===== src/rtl/seq_scan_ctrl.sv =====
// Word-level wrapper around an overlapping "1101" Moore detector: accepts a
// word, scans it MSB-first one bit per clock, then returns match count and first-hit index.
module seq_scan_ctrl #(
  parameter int WIDTH = 8,
  parameter int CNT_W = $clog2(WIDTH + 1),
  parameter int POS_W = $clog2(WIDTH)
) (
  input  logic             clk,
  input  logic             rst,
  input  logic             in_valid,
  output logic             in_ready,
  input  logic [WIDTH-1:0] in_data,
  input  logic             in_cont,
  output logic             out_valid,
  input  logic             out_ready,
  output logic [CNT_W-1:0] out_count,
  output logic [POS_W-1:0] out_first
);

  typedef enum logic [1:0] {
    IDLE  = 2'd0,
    SHIFT = 2'd1,
    DONE  = 2'd2
  } ctrl_t;

  typedef enum logic [2:0] {
    S0 = 3'd0,
    S1 = 3'd1,
    S2 = 3'd2,
    S3 = 3'd3,
    S4 = 3'd4
  } det_t;

  localparam logic [POS_W-1:0] LAST_IDX = POS_W'(WIDTH - 1);

  ctrl_t            state_reg, state_next;
  det_t             det_reg, det_next, det_step;
  logic [WIDTH-1:0] shift_reg, shift_next;
  logic [POS_W-1:0] idx_reg, idx_next;
  logic [CNT_W-1:0] count_reg, count_next;
  logic [POS_W-1:0] first_reg, first_next;
  logic             hit_reg, hit_next;
  logic             scan_bit;

  assign scan_bit  = shift_reg[WIDTH-1];
  // Gated by rst so the producer never sees ready while reset is held.
  assign in_ready  = (state_reg == IDLE) && rst;
  assign out_valid = (state_reg == DONE);
  assign out_count = count_reg;
  assign out_first = first_reg;

  always_comb begin
    det_step = S0;
    case (det_reg)
      S0:      det_step = scan_bit ? S1 : S0;
      S1:      det_step = scan_bit ? S2 : S0;
      S2:      det_step = scan_bit ? S2 : S3;
      S3:      det_step = scan_bit ? S4 : S0;
      S4:      det_step = scan_bit ? S2 : S0;
      default: det_step = S0;
    endcase
  end

  always_comb begin
    state_next = state_reg;
    shift_next = shift_reg;
    idx_next   = idx_reg;
    count_next = count_reg;
    first_next = first_reg;
    hit_next   = hit_reg;
    // Detector state is held between words; an illegal encoding falls back to S0.
    case (det_reg)
      S0, S1, S2, S3, S4: det_next = det_reg;
      default:            det_next = S0;
    endcase

    case (state_reg)
      IDLE: begin
        if (in_valid && in_ready) begin
          state_next = SHIFT;
          shift_next = in_data;
          idx_next   = '0;
          count_next = '0;
          first_next = '0;
          hit_next   = 1'b0;
          if (!in_cont) det_next = S0;
        end
      end
      SHIFT: begin
        det_next   = det_step;
        shift_next = {shift_reg[WIDTH-2:0], 1'b0};
        idx_next   = idx_reg + 1'b1;
        if (det_step == S4) begin
          count_next = count_reg + 1'b1;
          if (!hit_reg) begin
            first_next = idx_reg;
            hit_next   = 1'b1;
          end
        end
        if (idx_reg == LAST_IDX) state_next = DONE;
      end
      DONE: begin
        if (out_ready) state_next = IDLE;
      end
      default: state_next = IDLE;
    endcase
  end

  always_ff @(posedge clk) begin
    if (!rst) begin
      state_reg <= IDLE;
      det_reg   <= S0;
      shift_reg <= '0;
      idx_reg   <= '0;
      count_reg <= '0;
      first_reg <= '0;
      hit_reg   <= 1'b0;
    end else begin
      state_reg <= state_next;
      det_reg   <= det_next;
      shift_reg <= shift_next;
      idx_reg   <= idx_next;
      count_reg <= count_next;
      first_reg <= first_next;
      hit_reg   <= hit_next;
    end
  end

endmodule


===== config.mk =====
export PLATFORM = sky130hd
export DESIGN_NAME = seq_scan_ctrl
export DESIGN_NICKNAME = d
export VERILOG_FILES = /design/src/rtl/seq_scan_ctrl.sv
export SDC_FILE = /design/constraint.sdc
export NUM_CORES = 1
export LEC_CHECK = 0
export ABC_AREA = 1
export ABC_CLOCK_PERIOD_IN_PS = 3600
export CAP_MARGIN = 20
export CORE_MARGIN = 2
export CORE_UTILIZATION = 31
export CTS_CLUSTER_DIAMETER = 80
export DETAILED_ROUTE_END_ITERATION = 12
export PLACE_DENSITY = 0.5
export SLEW_MARGIN = 0
export SYNTH_ARGS = -nofsm -noshare
export SYNTH_HDL_FRONTEND = slang
export SYNTH_SLANG_ARGS = --single-unit

===== constraint.sdc =====
create_clock -name clk -period 3.6 [get_ports clk]
set_clock_uncertainty 0.2 [all_clocks]
set_input_delay 0.36 -clock clk [delete_from_list [all_inputs] [get_ports clk]]
set_output_delay 0.36 -clock clk [all_outputs]
set_load 0.02 [all_outputs]

==> results by group, run 1 <==
Run status
  – Status: complete, no violations

Synthesis
  – Cell types with the highest counts after synthesis: nand2_1, nor2_1, dfxtp_1
  – Cell type contributing the most total cell area after synthesis: dfxtp_1
  – Flip-flop cell with the highest count after synthesis: dfxtp_1
  – Top area cells in the synthesized netlist: dfxtp_1, nand2_1, nor2_1
  – Synthesized area divided by synthesized cell count: ~6.8 um^2
  – Post-Synthesis Net Count: 190
  – Post-Synthesis Cells: 174
  – Number of warnings printed during yosys synthesis: 0
  – Most repeated cell in the gate-level netlist after synthesis: nand2_1
  – Flip-flop and latch count after synthesis: 24
  – Proportion of synthesized chip area in sequential cells: 40.8%
  – Netlist area before placement: 1180 um^2
  – Ys async rst share: 0%
  – Count of flip-flops with a built-in enable after synthesis: 0
  – Area fraction of the dominant cell type after synthesis: between 40% and 50%
  – Yosys cell types: 24

Place
  – DP Wirelength: 1880 um
  – DP Cell Count: 239
  – Number of buffer cells added on primary ports: 21
  – RD Place Congestion: 0.762
  – Placed inst area: 1420 um^2

Critical path
  – Kind of capture point of the worst setup path: primary output
  – Source of the worst register-to-register timing path: state_reg[0]
  – Crit path DAT: between 2000 and 2500 ps
  – Largest fanout of any net on the critical path: 14
  – End of the worst register-to-register path: out_first[2]
  – Data required time at the worst endpoint: 3040 ps
  – Flop2flop setup slack: 1920 ps
  – Critical path startpoint category: input pin
  – Kind of critical path: input pin to primary output
  – Length in cells of the worst reg-to-reg path: 5
  – Crit path launch: rst

Routing
  – Average detailed-routed wire length per instance: 10.7 um
  – Number of nets with antenna violations after detailed routing: 0
  – DRC violation count after routing: 0
  – Initial DRT Pass Iterations: 5
  – Post-detailed-route via-to-cell ratio: 4.59
  – Number of vias in the routed layout: 1110
  – Routed Wire Length: 2600 um
  – Iteration-0 DRC count of the detailed router: 56

Floorplanning
  – Standard-cell rows: 22
  – Die width: 65.7 um
  – Number of placed I/O pins: 22
  – Initial core utilization: 32.2%
  – Die outline area: 4310 um^2
  – Floorplan core area: 3660 um^2
  – Y dimension of the die: 65.7 um

STA
  – Maximum achievable frequency: slightly below 400 MHz
  – RSZ-0062 raised after global routing: false
  – Post-layout minimum cycle time: approximately 2600 ps
  – Final setup violating endpoints: 0
  – Final Slew Violations: 0
  – Ratio of final minimum period to clock period: 72.1%
  – Normalized max-slew margin: 74.3%
  – Worst Max-Slew Pin Slew: around 380 ps
  – Hold slack: 250 ps
  – Setup TNS after final layout: 0 ps
  – Final count of hold timing violations: 0

Global route
  – Via count of the first global-routing pass: between 1000 and 1500
  – First-pass GRT wire length: 4440 um
  – Overall fraction of global-route tracks in use: 13.3%
  – Initial antenna violation count: 0
  – Grt ovf: 0
  – Largest net degree at the start of global routing: 16

Clocking
  – TritonCTS Buffers: 3
  – H-tree lvl count: 1
  – Clock latency reported for the late side of the worst-skew pair: 260 ps
  – CTS clock-pin slew for the worst setup and hold paths: 80 ps
  – Post-cts resize count: 0
  – Clock tree root driver cell: clkbuf_8
  – CTS tree: yes
  – Number of buffers inserted by post-CTS setup repair: 0
  – Clk buf depth: 2
  – CTS Hold Bufs: 0
  – Sink Count: 24

Min path
  – Beginning of the worst hold path: shift_reg[4]
  – Hold Crit Depth: 2
  – Worst min-delay path class: register to register
  – End point of the worst hold path: shift_reg[4]

Pwr
  – Maximum resistive drop on vdd: roughly 150 uV
  – Power density over the cells: 376 nW/um^2
  – Static leakage: 0.650 nW

Layout
  – Number of non-filler instances in the completed layout: 242
  – Largest register FFs: 8
  – Final cell utilization of the core: 39.8%
  – Number of fill cells in the layout: 385
  – Number of nets in the layout: 212
  – Layout area overhead: 23.8%
  – Final antenna diode count: 0
  – Area of all placed cells without fillers: 1460 um^2
  – Share of cells above drive strength 1: 5.15%

Run
  – Maximum Capacitance Violations: 0
[stage by stage]
step | total power [W] | worst slack (ps)
finish | 0.000549 | 1000
global route | 0.000583 | 887
detailed placement | 0.000398 | 1020
global placement | 0.000395 | 1040
CTS | 0.000557 | 1010
floorplan | 0.000367 | 2140
[cell usage in the layout (no fill, tap or decap)]
master / netlist / routed
a21oi_1: 14 / 14
ha_1: 3 / 3
nor3_1: 1 / 1
inv_2: 2 / 2
nand2_1: 53 / 53
o21ai_0: 10 / 10
nand3b_1: 1 / 1
nand3_2: 1 / 1
nand2_2: 1 / 1
clkbuf_8: 0 / 3
dfxtp_1: 24 / 24
clkdlybuf4s50_1: 0 / 21
o21ai_2: 1 / 1
nor2_1: 26 / 26
inv_1: 17 / 17
nor2_4: 1 / 1
a21boi_0: 2 / 2
xor2_1: 1 / 1
nand3_1: 8 / 8
o31ai_1: 1 / 1
buf_4: 1 / 1
o21ai_1: 1 / 1
xnor2_1: 1 / 1
[worst max-delay path by stage]
| stage | slack [ps] | endpoint |
|---|---|---|
| 2_1_floorplan | 2140 | in_ready |
| 3_3_place_gp | 1040 | in_ready |
| 3_5_place_dp | 1020 | in_ready |
| 4_1_cts | 1010 | in_ready |
| 5_1_grt | 890 | in_ready |
| 6_report | 1000 | in_ready |
[report_power, final]
part | switching, W | internal [W] | total [W]
registers | 0.00000989 | 0.000281 | 0.000291
clock network | 0.0000838 | 0.0000749 | 0.000159
logic | 0.0000580 | 0.0000407 | 0.0000987
total | 0.000152 | 0.000397 | 0.000549
[worst max-delay path, cell delays in order]
cell and delay (ps):
clkdlybuf4s50_1 460, buf_4 190, inv_2 140, nor3_1 230
clkdlybuf4s50_1 650
[cell families (layout without fill, tap and decap cells)]
group	after synthesis	after routing	share of synthesized area [%]
buffers and inverters	24	44	9.34
adders and majority gates	3	3	3.19
AOI/OAI and AO/OA	29	29	13.3
xor gates and xnor gates	2	2	1.49
DFF	24	24	40.8
and+or+nand+nor	92	92	32.0
[final cells by class]
| class | instances | area (um^2) | share of cell area, % |
|---|---|---|---|
| clock buffers | 3 | 41.3 | 2.83 |
| flip-flops and latches | 24 | 480 | 32.9 |
| inverters | 19 | 71.3 | 4.89 |
| repair buffers | 22 | 218 | 14.9 |
| well taps | 48 | 60.1 | 4.12 |
| multi-input cells | 126 | 588 | 40.3 |
[metal layers]
layer / vias to the layer above / GRT usage (%) / wire length, um
met3: 5 / 3.08 / 95
met2: 14 / 20.6 / 1150
met1: 504 / 17.8 / 1310
met5: - / 0 / 0
met4: 0 / 5.47 / 40
li1: 587 / - / -
(Power assumes the default switching activity.)
==> inputs of run 2 (changes only) <==
ABC_CLOCK_PERIOD_IN_PS = 2100   (was 3600)
PLACE_DENSITY = 0.52   (was 0.5)
clock period = 2.1 ns   (was 3.6 ns; I/O delays follow)
==> run 2 against run 1 <==
  * Utilization up 1.4 points
  * Global-route usage decreased by 0.091 points
  * First-iteration DRC count is 34% lower
  * Wire length decreased by 5.4%
  * Non-clock buffer count up 2
  * Hold slack gained 9.3 ps
==> results by group, run 2 (synthesized netlist as in run 1, its figures left out) <==
Routing
  – Highest metal used: met4
  – Average detailed-routed wire length per instance: 10.0 um (-6.6%)
  – Wire length on met3: 88 um (-7.4%)
  – Number of vias in the routed layout: 1085 (-2.3%)
  – Post-detailed-route via-to-cell ratio: 4.43 (-3.4%)
  – DRC violation count after routing: 0 (unchanged)
  – Iteration-0 DRC count of the detailed router: 37 (-34%)
  – Routed met2 length: 1100 um (-4.5%)
  – Routed Wire Length: 2460 um (-5.4%)
  – Initial DRT Pass Iterations: 4 (-1)
  – Met1 wire length: 1250 um (-4.8%)
  – Number of nets with antenna violations after detailed routing: 0 (unchanged)

Floorplanning
  – Die width: 65.7 um (unchanged)
  – Number of placed I/O pins: 22 (unchanged)
  – Standard-cell rows: 22 (unchanged)
  – Y dimension of the die: 65.7 um (unchanged)
  – Floorplan core area: 3660 um^2 (unchanged)
  – Die outline area: 4310 um^2 (unchanged)
  – Initial core utilization: 32.2% (unchanged)

Place
  – DP Wirelength: 1840 um (-2.3%)
  – Placed inst area: 1430 um^2 (+1.1%)
  – Number of buffer cells added on primary ports: 21 (unchanged)
  – RD Place Congestion: 0.740 (-3.0%)

Global route
  – Initial antenna violation count: 0 (unchanged)
  – Via count of the first global-routing pass: 1032 (-0.58%)
  – Largest net degree at the start of global routing: 15 (-1)
  – Overall fraction of global-route tracks in use: 13.2% (-0.091 points)
  – Grt ovf: 0 (unchanged)
  – First-pass GRT wire length: 4440 um (-0.16%)

STA
  – Final count of hold timing violations: 0 (unchanged)
  – Final setup violating endpoints: 0 (unchanged)
  – Setup TNS after final layout: 0 ps (unchanged)
  – RSZ-0062 raised after global routing: false
  – Post-layout minimum cycle time: 1710 ps
  – Normalized max-slew margin: 76.6% (+2.2 points)
  – Ratio of final minimum period to clock period: 81.4%
  – Worst Max-Slew Pin Slew: 351 ps (-33.5 ps)
  – Maximum achievable frequency: 585 MHz
  – Final Slew Violations: 0 (unchanged)

Clocking
  – CTS Hold Bufs: 0 (unchanged)
  – TritonCTS Buffers: 3 (unchanged)
  – H-tree lvl count: 1 (unchanged)
  – Sink Count: 24 (unchanged)
  – Number of buffers inserted by post-CTS setup repair: 0 (unchanged)
  – Clock tree root driver cell: clkbuf_8
  – CTS tree: yes
  – CTS clock-pin slew for the worst setup and hold paths: 90 ps (about the same)
  – Clock latency reported for the late side of the worst-skew pair: 270 ps (about the same)
  – Clk buf depth: 2 (unchanged)
  – Post-cts resize count: 0 (unchanged)

Critical path
  – CP cell instances: clkdlybuf4s50_1
  – Cell family with the largest share of critical-path delay: buffers and inverters
  – Bufs and invs on worst path: 1 (-3)
  – Longest individual stage delay on the worst path: 630 ps (-20 ps)
  – Largest fanout of any net on the critical path: 5 (-9)
  – Data required time at the worst endpoint: 1690 ps (-1350 ps)
  – Crit-path slowest cell: clkdlybuf4s50_1
  – Critical path startpoint category: register
  – Kind of critical path: register to primary output
  – Kind of capture point of the worst setup path: primary output
  – Crit path DAT: 1300 ps (-740 ps)

Layout
  – Most common cell after layout, fill and taps aside: nand2_1
  – Area of all placed cells without fillers: 1510 um^2 (+3.4%)
  – Layout area overhead: 28.0%
  – Commonest non-fill, non-tap cells in the layout: nand2_1, nor2_1, dfxtp_1
  – Share of cells above drive strength 1: 6.60% (+1.4 points)
  – Largest register FFs: 8 (unchanged)
  – Number of nets in the layout: 214 (+0.94%)
  – Final antenna diode count: 0 (unchanged)

Run status
  – Status: complete, no violations

Min path
  – Worst min-delay path class: register to register

Pwr
  – Maximum resistive drop on vdd: 310 uV (+110%)
  – Static leakage: 0.705 nW (+8.4%)
  – Power density over the cells: 713 nW/um^2 (+90%)

Run
  – Maximum Capacitance Violations: 0 (unchanged)
run 2: cell types whose count changed in the layout (fill, tap and decap cells not counted), sizes merged:
| cell | previous run | this run |
|---|---|---|
| bufinv | 0 | 1 |
| buf | 1 | 3 |
| clkdlybuf4s50 | 21 | 19 |
| dlymetal6s2s | 0 | 2 |
run 2: cell type report:
| type | instances | area [um^2] |
|---|---|---|
| multi-input cells | 126 | 588 |
| repair buffers | 24 | 238 |
| well taps | 48 | 60.1 |
| clock buffers | 3 | 41.3 |
| flip-flops and latches | 24 | 480 |
| clock inverters | 1 | 30.0 |
| fillers | 396 | 2150 |
| inverters | 19 | 71.3 |
run 2: layer usage:
metal  vias up  track usage (%)
met1       474             18.2
met5         -                0
met3         2             2.05
li1        594                -
met2        15             20.6
met4         0             5.47
run 2: through the flow:
| step | utilization [%] | cells | setup WS (ps) | hold WS, ps | total power [W] |
|---|---|---|---|---|---|
| 4_1_cts | 41.1 | 245 | 64.9 | 258 | 0.00109 |
| 6_report | 41.2 | 245 | 392 | 259 | 0.00108 |
| 3_5_place_dp | 39.1 | 241 | 88.8 | 245 | 0.000686 |
| 3_3_place_gp | 39.1 | 241 | 78.0 | 244 | 0.000683 |
| 2_1_floorplan | - | 174 | 653 | 148 | 0.000628 |
| 5_1_grt | 41.2 | 245 | 243 | 284 | 0.00114 |
run 2: report_power, final:
group          switching, W  internal [W]
clock network      0.000149      0.000255
logic              0.000100     0.0000732
registers         0.0000163      0.000483
total              0.000266      0.000811
run 2: worst reg2reg max path, stage by stage (launching register included):
cell and delay (ps):
dfxtp_1 370, nor2_1 240, o21ai_2 110, nand2_2 200, inv_1 180, nor2_1 120
nor2_1 50
run 2: final timing paths:
path	startpoint	end	slack (ps)	depth (start not counted)
setup / recovery	out_count[0]	out_count[0]	390	1
hold / removal	shift_reg[4]	shift_reg[4]	260	2
setup reg to reg	state_reg[1]	shift_reg[2]	530	6
hold reg to reg	shift_reg[4]	shift_reg[4]	260	2
